File: config.mk
export PLATFORM = sky130hd
export DESIGN_NAME = rep_ecx_ctrl
export DESIGN_NICKNAME = d
export VERILOG_FILES = /design/src/rtl/rep_ecx_ctrl.sv
export SDC_FILE = /design/constraint.sdc
export NUM_CORES = 1
export LEC_CHECK = 0
export CORE_UTILIZATION = 40
export CTS_BUF_LIST = sky130_fd_sc_hd__clkbuf_4 sky130_fd_sc_hd__clkbuf_8
export CTS_CLUSTER_SIZE = 12
export DETAILED_ROUTE_END_ITERATION = 6
export GPL_TIMING_DRIVEN = 1
export HOLD_SLACK_MARGIN = 0.02
export MAX_ROUTING_LAYER = met4
export PLACE_DENSITY = 0.82
export RECOVER_POWER = 50
export SETUP_SLACK_MARGIN = 0.2
export SLEW_MARGIN = 20
export SYNTH_ARGS = -nofsm -noshare
export SYNTH_HDL_FRONTEND = slang
export SYNTH_SLANG_ARGS = --single-unit
File: constraint.sdc
create_clock -name clk -period 2.2 [get_ports clk]
set_clock_uncertainty 0.15 [all_clocks]
set_input_delay 0.33 -clock clk [delete_from_list [all_inputs] [get_ports clk]]
set_output_delay 0.33 -clock clk [all_outputs]
set_load 0.005 [all_outputs]
File: src/rtl/rep_ecx_ctrl.sv
// rep_ecx_ctrl: iteration sequencer for REP/REPE/REPNE string operations.
// Keeps a shadow ECX that feeds alu3, launches one string-op iteration at a
// time, writes the alu3-decremented ECX back to the register file and ends the
// sequence on ECX reaching zero or on the ZF condition of the prefix.
module rep_ecx_ctrl #(
   parameter int             ECX_W      = 32,
   parameter logic [4:0]     OP_ECX_DEC = 5'b11000,
   parameter int             CNT_W      = 16
) (
   input  logic             clk,
   input  logic             rst_n,
   input  logic             start_valid,
   output logic             start_ready,
   input  logic [1:0]       rep_type,
   input  logic [ECX_W-1:0] ecx_in,
   output logic [ECX_W-1:0] ecx_out,
   output logic [4:0]       alu3_op_out,
   input  logic [ECX_W-1:0] alu3_ecx_res,
   output logic             iter_go,
   input  logic             iter_done,
   input  logic             zf_in,
   input  logic             flush,
   output logic             ecx_wr_en,
   output logic [ECX_W-1:0] ecx_wr_data,
   output logic             stall_fe,
   output logic             rep_done,
   output logic [CNT_W-1:0] iter_cnt
);

   typedef enum logic [2:0] {
      S_IDLE,
      S_CHECK,
      S_ISSUE,
      S_WAIT,
      S_DEC,
      S_DONE
   } state_t;

   typedef enum logic [1:0] {
      REP_NONE  = 2'b00,
      REP_PLAIN = 2'b01,
      REP_E     = 2'b10,
      REP_NE    = 2'b11
   } rep_t;

   state_t           state;
   logic [ECX_W-1:0] ecx_q;
   logic             zf_q;
   rep_t             type_q;
   logic [CNT_W-1:0] cnt_q;

   // Sequencer state, shadow ECX, latched ZF/prefix type and iteration counter.
   always_ff @(posedge clk) begin
      // NOTE: all state here uses non-blocking assignments so every register
      // sees the pre-edge values of the others, independent of statement order.
      if (!rst_n) begin
         state  <= S_IDLE;
         ecx_q  <= '0;
         zf_q   <= 1'b0;
         type_q <= REP_NONE;
         cnt_q  <= '0;
      end else if (flush && state != S_IDLE) begin
         // Abort: the in-flight iteration and any pending write are dropped.
         state <= S_IDLE;
      end else begin
         case (state)
            S_IDLE: begin
               if (start_valid) begin
                  ecx_q  <= ecx_in;
                  type_q <= rep_t'(rep_type);
                  cnt_q  <= '0;
                  state  <= S_CHECK;
               end
            end
            S_CHECK: begin
               if (type_q != REP_NONE && ecx_q == '0) state <= S_DONE;
               else                                     state <= S_ISSUE;
            end
            S_ISSUE: begin
               if (cnt_q != '1) cnt_q <= cnt_q + 1'b1;
               state <= S_WAIT;
            end
            S_WAIT: begin
               if (iter_done) begin
                  zf_q  <= zf_in;
                  state <= (type_q == REP_NONE) ? S_DONE : S_DEC;
               end
            end
            S_DEC: begin
               ecx_q <= alu3_ecx_res;
               if (alu3_ecx_res == '0)           state <= S_DONE;
               else if (type_q == REP_E  && !zf_q) state <= S_DONE;
               else if (type_q == REP_NE &&  zf_q) state <= S_DONE;
               else                               state <= S_ISSUE;
            end
            S_DONE:  state <= S_IDLE;
            default: state <= S_IDLE;
         endcase
      end
   end

   // Output decodes of the state register.
   // NOTE: the pulses are masked by flush so the abort cycle has no side effects
   // downstream, even though the state register still shows the old state.
   assign start_ready = (state == S_IDLE);
   assign stall_fe    = (state != S_IDLE);
   assign iter_go     = (state == S_ISSUE) && !flush;
   assign alu3_op_out = (state == S_DEC) ? OP_ECX_DEC : 5'b0;
   assign ecx_wr_en   = (state == S_DEC) && !flush;
   assign ecx_wr_data = alu3_ecx_res;
   assign rep_done    = (state == S_DONE) && !flush;
   assign ecx_out     = ecx_q;
   assign iter_cnt    = cnt_q;

endmodule

Word-level counts from Yosys, hierarchy flattened
Cells that the tools add are included.
- flip-flop bits (word level): 54
- input port bits: 72
- word-level logic and storage cells: 56
- $add $sub $neg: 1
- equal/unequal tests: 11
- muxes and demuxes: 14
- bitwise operators: 2
- reduce and logical (&&, ||, !) cells: 23
- operators with widths (cell ; number):
    $logic_not A32 Y1 ; 2
    $pmux W32 S2 ; 1
    $mux W16 ; 2
    $mux W32 ; 1
    $pmux W16 S2 ; 1
    $mux W3 ; 6
    $add A16 B1 Y16 const B ; 1
    $ne A16 B16 Y1 const B ; 1
    $pmux W3 S5 ; 1
    $reduce_and A3 Y1 ; 3
    $logic_and A1 B1 Y1 ; 7
    $eq A3 B2 Y1 const B ; 2
    $eq A3 B3 Y1 const B ; 2
    $ne A2 B2 Y1 const B ; 3
    $reduce_bool A2 Y1 ; 3
    $mux W5 ; 1
    $eq A2 B2 Y1 const B ; 2
    $reduce_and A4 Y1 ; 1
    $eq A3 B1 Y1 const B ; 1
    $logic_not A3 Y1 ; 1
    $reduce_bool A3 Y1 ; 1
    $logic_not A1 Y1 ; 2
    $logic_not A2 Y1 ; 1
    $not A1 Y1 ; 2
    other kinds (3) ; 3

Longest topological paths before layout
Gate-level depths: netlist of the first run.
- depth in word-level cells: 6
- mapped depth: 8
- depth with buffers taken out: 6

Worst setup path after synthesis of the first run
OpenSTA, ideal clock, no wires.
- path kind: flip-flop to flip-flop
- start: register cnt_q[6], in the netlist iter_cnt[6]
- end: register cnt_q[13], in the netlist iter_cnt[13]
- arrival: 1.696 ns
- data required time: 1.992 ns
- slack: 0.296 ns
- stages on the path, launching flop included: 6
- path buffers: 0
- cells stage by stage: dfxtp_1 > nand4_2 > or4_4 > o211a_1 > a211oi_2 > a31o_1
- longest elaborated chain between the ends: 3
- elaborated cells between the ends (all ways): 6
- classes of those cells: add/sub (1); eq/ne (2); mux (2); reduce/logical (1)
- RTL lines (element ; RTL line ; text):
    start, declared ; 50 ; logic [CNT_W-1:0] cnt_q;
    start signal, assigned ; 80 ; if (cnt_q != '1) cnt_q <= cnt_q + 1'b1;
    $add A16 B1 Y16 or $ne A16 B16 Y1 (tied branches) ; 80 ;
    $mux W16 or $ne A2 B2 Y1 (tied branches) ; -- ;
    $pmux W16 S2 or $reduce_and A4 Y1 (tied branches) ; -- ;
Several ways; a longest one is shown, not always the timed one. The select of a mux whose other input is x is not followed.
A chain may end at the register's enable or synchronous reset.

Worst setup path in the final report of the first run
- start: register cnt_q[11], in the netlist iter_cnt[11]
- end: register cnt_q[1], in the netlist iter_cnt[1]
- longest elaborated chain between the ends: 3
- RTL lines (element ; RTL line):
    $ne A16 B16 Y1 ; 80
    $ne A2 B2 Y1 (no source line) ; --
    $reduce_and A4 Y1 (no source line) ; --
Every way passes these cells.

==> results of run 1 <==
## timing repair
action	4_1_cts	5_1_grt
buffers inserted	2	5
gates resized for setup	15	26
endpoints found under the setup margin	17	21
pin swaps	2	7
gates cloned	0	0
## cells by family after synthesis
| logic type | Yosys count | synth area share |
|---|---|---|
| AND/OR/NAND/NOR | 193 | 0.301 |
| AO/OA/AOI/OAI | 64 | 0.163 |
| buffers and inverters | 62 | 0.128 |
| flip-flops | 54 | 0.360 |
| XOR/XNOR | 12 | 0.0350 |
| multiplexers | 2 | 0.00667 |
| adder cells (fa/ha/maj) | 1 | 0.00417 |
| other | 1 | 0.00125 |
## report_power, final
part | switching (uW) | leakage [uW] | internal [uW]
clock network | 320 | 0.0000452 | 245
registers | 69.9 | 0.000448 | 1050
logic | 307 | 0.00141 | 420
## routing by layer
layer | share of wire | wire (um) | up-vias | global-route usage
met1 | 0.38 | 3870 | 1616 | 0.299
li1 | - | - | 1647 | -
met2 | 0.52 | 5330 | 173 | 0.475
met3 | 0.083 | 850 | 24 | 0.0700
met5 | 0 | 0 | - | -
met4 | 0.019 | 197 | 0 | 0.0630
## registers in the layout, indices dropped and copies added (netlist names)
signal and flops:
ecx_out 32, iter_cnt 16, state 3, type_q 2, zf_q 1
## layout make-up
type                       count  area [um^2]  area share
timing repair buffer         191         1870       0.389
tap                           99          124      0.0258
sequential                    54         1100       0.229
multi-input combinational    275         1610       0.335
clock buffer                   7         83.8      0.0175
inverter                       5         18.8     0.00391
## stage by stage
step           utilization  setup TNS (ps)  total power [uW]  hold WS (ps)
2_1_floorplan            -               0              1440           305
4_1_cts              0.650               0              2460           365
3_5_place_dp         0.631           -2250              1880           354
5_1_grt              0.662               0              2540           392
3_3_place_gp         0.631            -779              1870           334
6_report             0.662               0              2410           361
## placed cells by master (no fill, tap or decap), drive strengths merged, types with 13 or more instances in the layout
master,instances
dlygate4sd3,57
buf,32
clkdlybuf4s50,94
nor2,52
a311oi,32
dfxtp,54
nor4,21
o21ai,13
nand2,77
## critical path, delay by kind of cell (launching register included)
| kind | cells | cell delay (ps) |
|---|---|---|
| simple gates | 3 | 950 |
| flops | 1 | 450 |
| compound gates | 1 | 250 |
| mux | 1 | 200 |
## path summary, 6_finish.rpt
check                           slack (ps)                  endpoint  cells past startpoint
worst min-delay path                   360    type_q[1]$_SDFFE_PN0P_                      2
worst max-delay path                   110  iter_cnt[1]$_SDFFE_PN0P_                      5
worst max register to register         110  iter_cnt[1]$_SDFFE_PN0P_                      5
worst min register to register         360    type_q[1]$_SDFFE_PN0P_                      2
==> Implementation_results.wiki, run 1 <==
{| class="wikitable"
! Metric !! Value
|-
| Result of the run || finished, final reports clean
|-
| Unrepaired setup endpoints after global routing || yes
|-
| Count of antenna diodes in the layout || 0
|-
| Max-capacitance violation count || 0
|-
| Number of CTS-inserted buffers || 5
|-
| Total vias in the final route || 3460
|-
| Height of the die || 88.6 um
|-
| Pre-CTS setup slack || -148 ps
|-
| Overall die width || 88.6 um
|-
| Startpoint of the worst setup timing path || iter_cnt[11]$_SDFFE_PN0P_
|-
| Via count of the first global-routing pass || 3323
|-
| Startpoint of the lowest-slack register-to-register path || iter_cnt[11]$_SDFFE_PN0P_
|-
| Crit path DAT || 2150 ps
|-
| Most frequently used flop master after synthesis || sky130_fd_sc_hd__dfxtp_1
|-
| Transition time of the tightest slew-check pin || 715 ps
|-
| Count of nets left with antenna violations after detail routing || 0
|-
| Required time worst endpoint || 2260 ps
|-
| Final Hold Vio Count || 0
|-
| Final setup vio count || 0
|-
| Layout Area Growth over Synthesis || 59.8%
|-
| Leakage power of the design || 0.00190 uW
|-
| Crit path launch type || flip-flop
|-
| HPWL after detailed placement || 7660 um
|-
| Synth warn || 0
|-
| CP Max Fanout || 7
|-
| Number of nets at the end of the flow || 605
|-
| Number of sinks on the clock net || 54
|-
| Std-Cell Core Area || 7250 um^2
|-
| Via-per-instance ratio || 5.48
|-
| Mapped Avg Cell Area || 7.72 um^2
|-
| Pin count of the biggest net entering global routing || 37
|-
| Share of the synthesized area in the top cell type || 0.360
|-
| Overall die area || 7860 um^2
|-
| Max-slew headroom at the worst pin || 0.519
|-
| Most used standard cell by instance count after synthesis || sky130_fd_sc_hd__nand2_1
|-
| Number of remaining DRC errors || 0
|-
| Aggregate global-route resource usage || 0.268
|-
| H-tree depth reported by CTS || 2
|-
| Buffer levels on the longest clock path || 2
|-
| Clock transition at the registers of the reported paths || 90 ps
|-
| Type of the setup path with the least slack || flip-flop to flip-flop
|-
| Proportion of synthesized chip area in sequential cells || 0.360
|-
| Leading post-synthesis cells by instance count || sky130_fd_sc_hd__nand2_1, sky130_fd_sc_hd__dfxtp_1, sky130_fd_sc_hd__nor2_1
|-
| Number of port buffers || 158
|-
| Overflow after GRT || 0
|-
| Yosys reg bits || 54
|-
| Fin crit share || 0.950
|-
| Post-route cell area || 4800 um^2
|-
| Leading post-synthesis cells by cell area || sky130_fd_sc_hd__dfxtp_1, sky130_fd_sc_hd__buf_4, sky130_fd_sc_hd__nand2_1
|-
| Filler-free cell count of the finished design || 631
|-
| First-iteration detailed-routing DRC count || 195
|-
| Filler cell count in the final layout || 606
|-
| Setup slack after layout || 109 ps
|-
| Cell at the root of the clock tree || sky130_fd_sc_hd__clkbuf_8
|-
| Synth async-reset ratio || 0
|-
| Latest clock arrival within the worst-skew pair || 300 ps
|-
| Share of layout cells above drive strength 1 || 0.113
|-
| Number of flops mapped to enable cells by yosys || 0
|-
| Initial cell density of the core || 0.414
|-
| Wire length of the first global-routing pass || 15700 um
|-
| Number of hold-repair buffers added at the cts stage || 0
|-
| Hold Crit Class || flip-flop to flip-flop
|-
| Worst Setup End Kind || flip-flop
|-
| Fmax || 478 MHz
|-
| Power Density || 503 nW/um^2
|-
| Instance count of the mapped netlist || 389
|-
| Critical Path Slowest Stage Cell || sky130_fd_sc_hd__nor4_2
|-
| Worst ir drop on vdd || 0.000298 V
|-
| Iteration count of the initial detailed-routing pass || 5
|-
| Area post-placement || 4580 um^2
|-
| Placer Congestion || 0.902
|-
| Routed Wire Length || 10200 um
|-
| Dpl cells || 617
|-
| Worst Hold Launch || type_q[1]$_SDFFE_PN0P_
|-
| Average routed wire per standard cell || 16.2 um
|-
| Row count || 31
|-
| Cell chain of the critical path || nand4_1 > nor4_2 > a21oi_1 > mux2i_1 > nor2_1
|-
| Initial antenna violation count || 0
|-
| Number of pins exceeding their max-slew limit in the final report || 0
|-
| Final period demand of the worst path || 2090 ps
|-
| Biggest area consumer among synthesized cells || sky130_fd_sc_hd__dfxtp_1
|-
| TritonCTS clock tree || built
|-
| Max incr delay on CP || 660 ps
|-
| Synth cell types || 42
|-
| Post-synthesis instance area || 3000 um^2
|-
| Number of top-level pins || 162
|}
(Power assumes the default switching activity.)
==> inputs of run 2 (changes only) <==
Settings changed: CTS_CLUSTER_SIZE 12 to 40, GPL_ROUTABILITY_DRIVEN set to 0, SKIP_LAST_GASP set to 1.
==> results of run 2 <==
Final layout, timing and power as in run 1 (identical DEF).
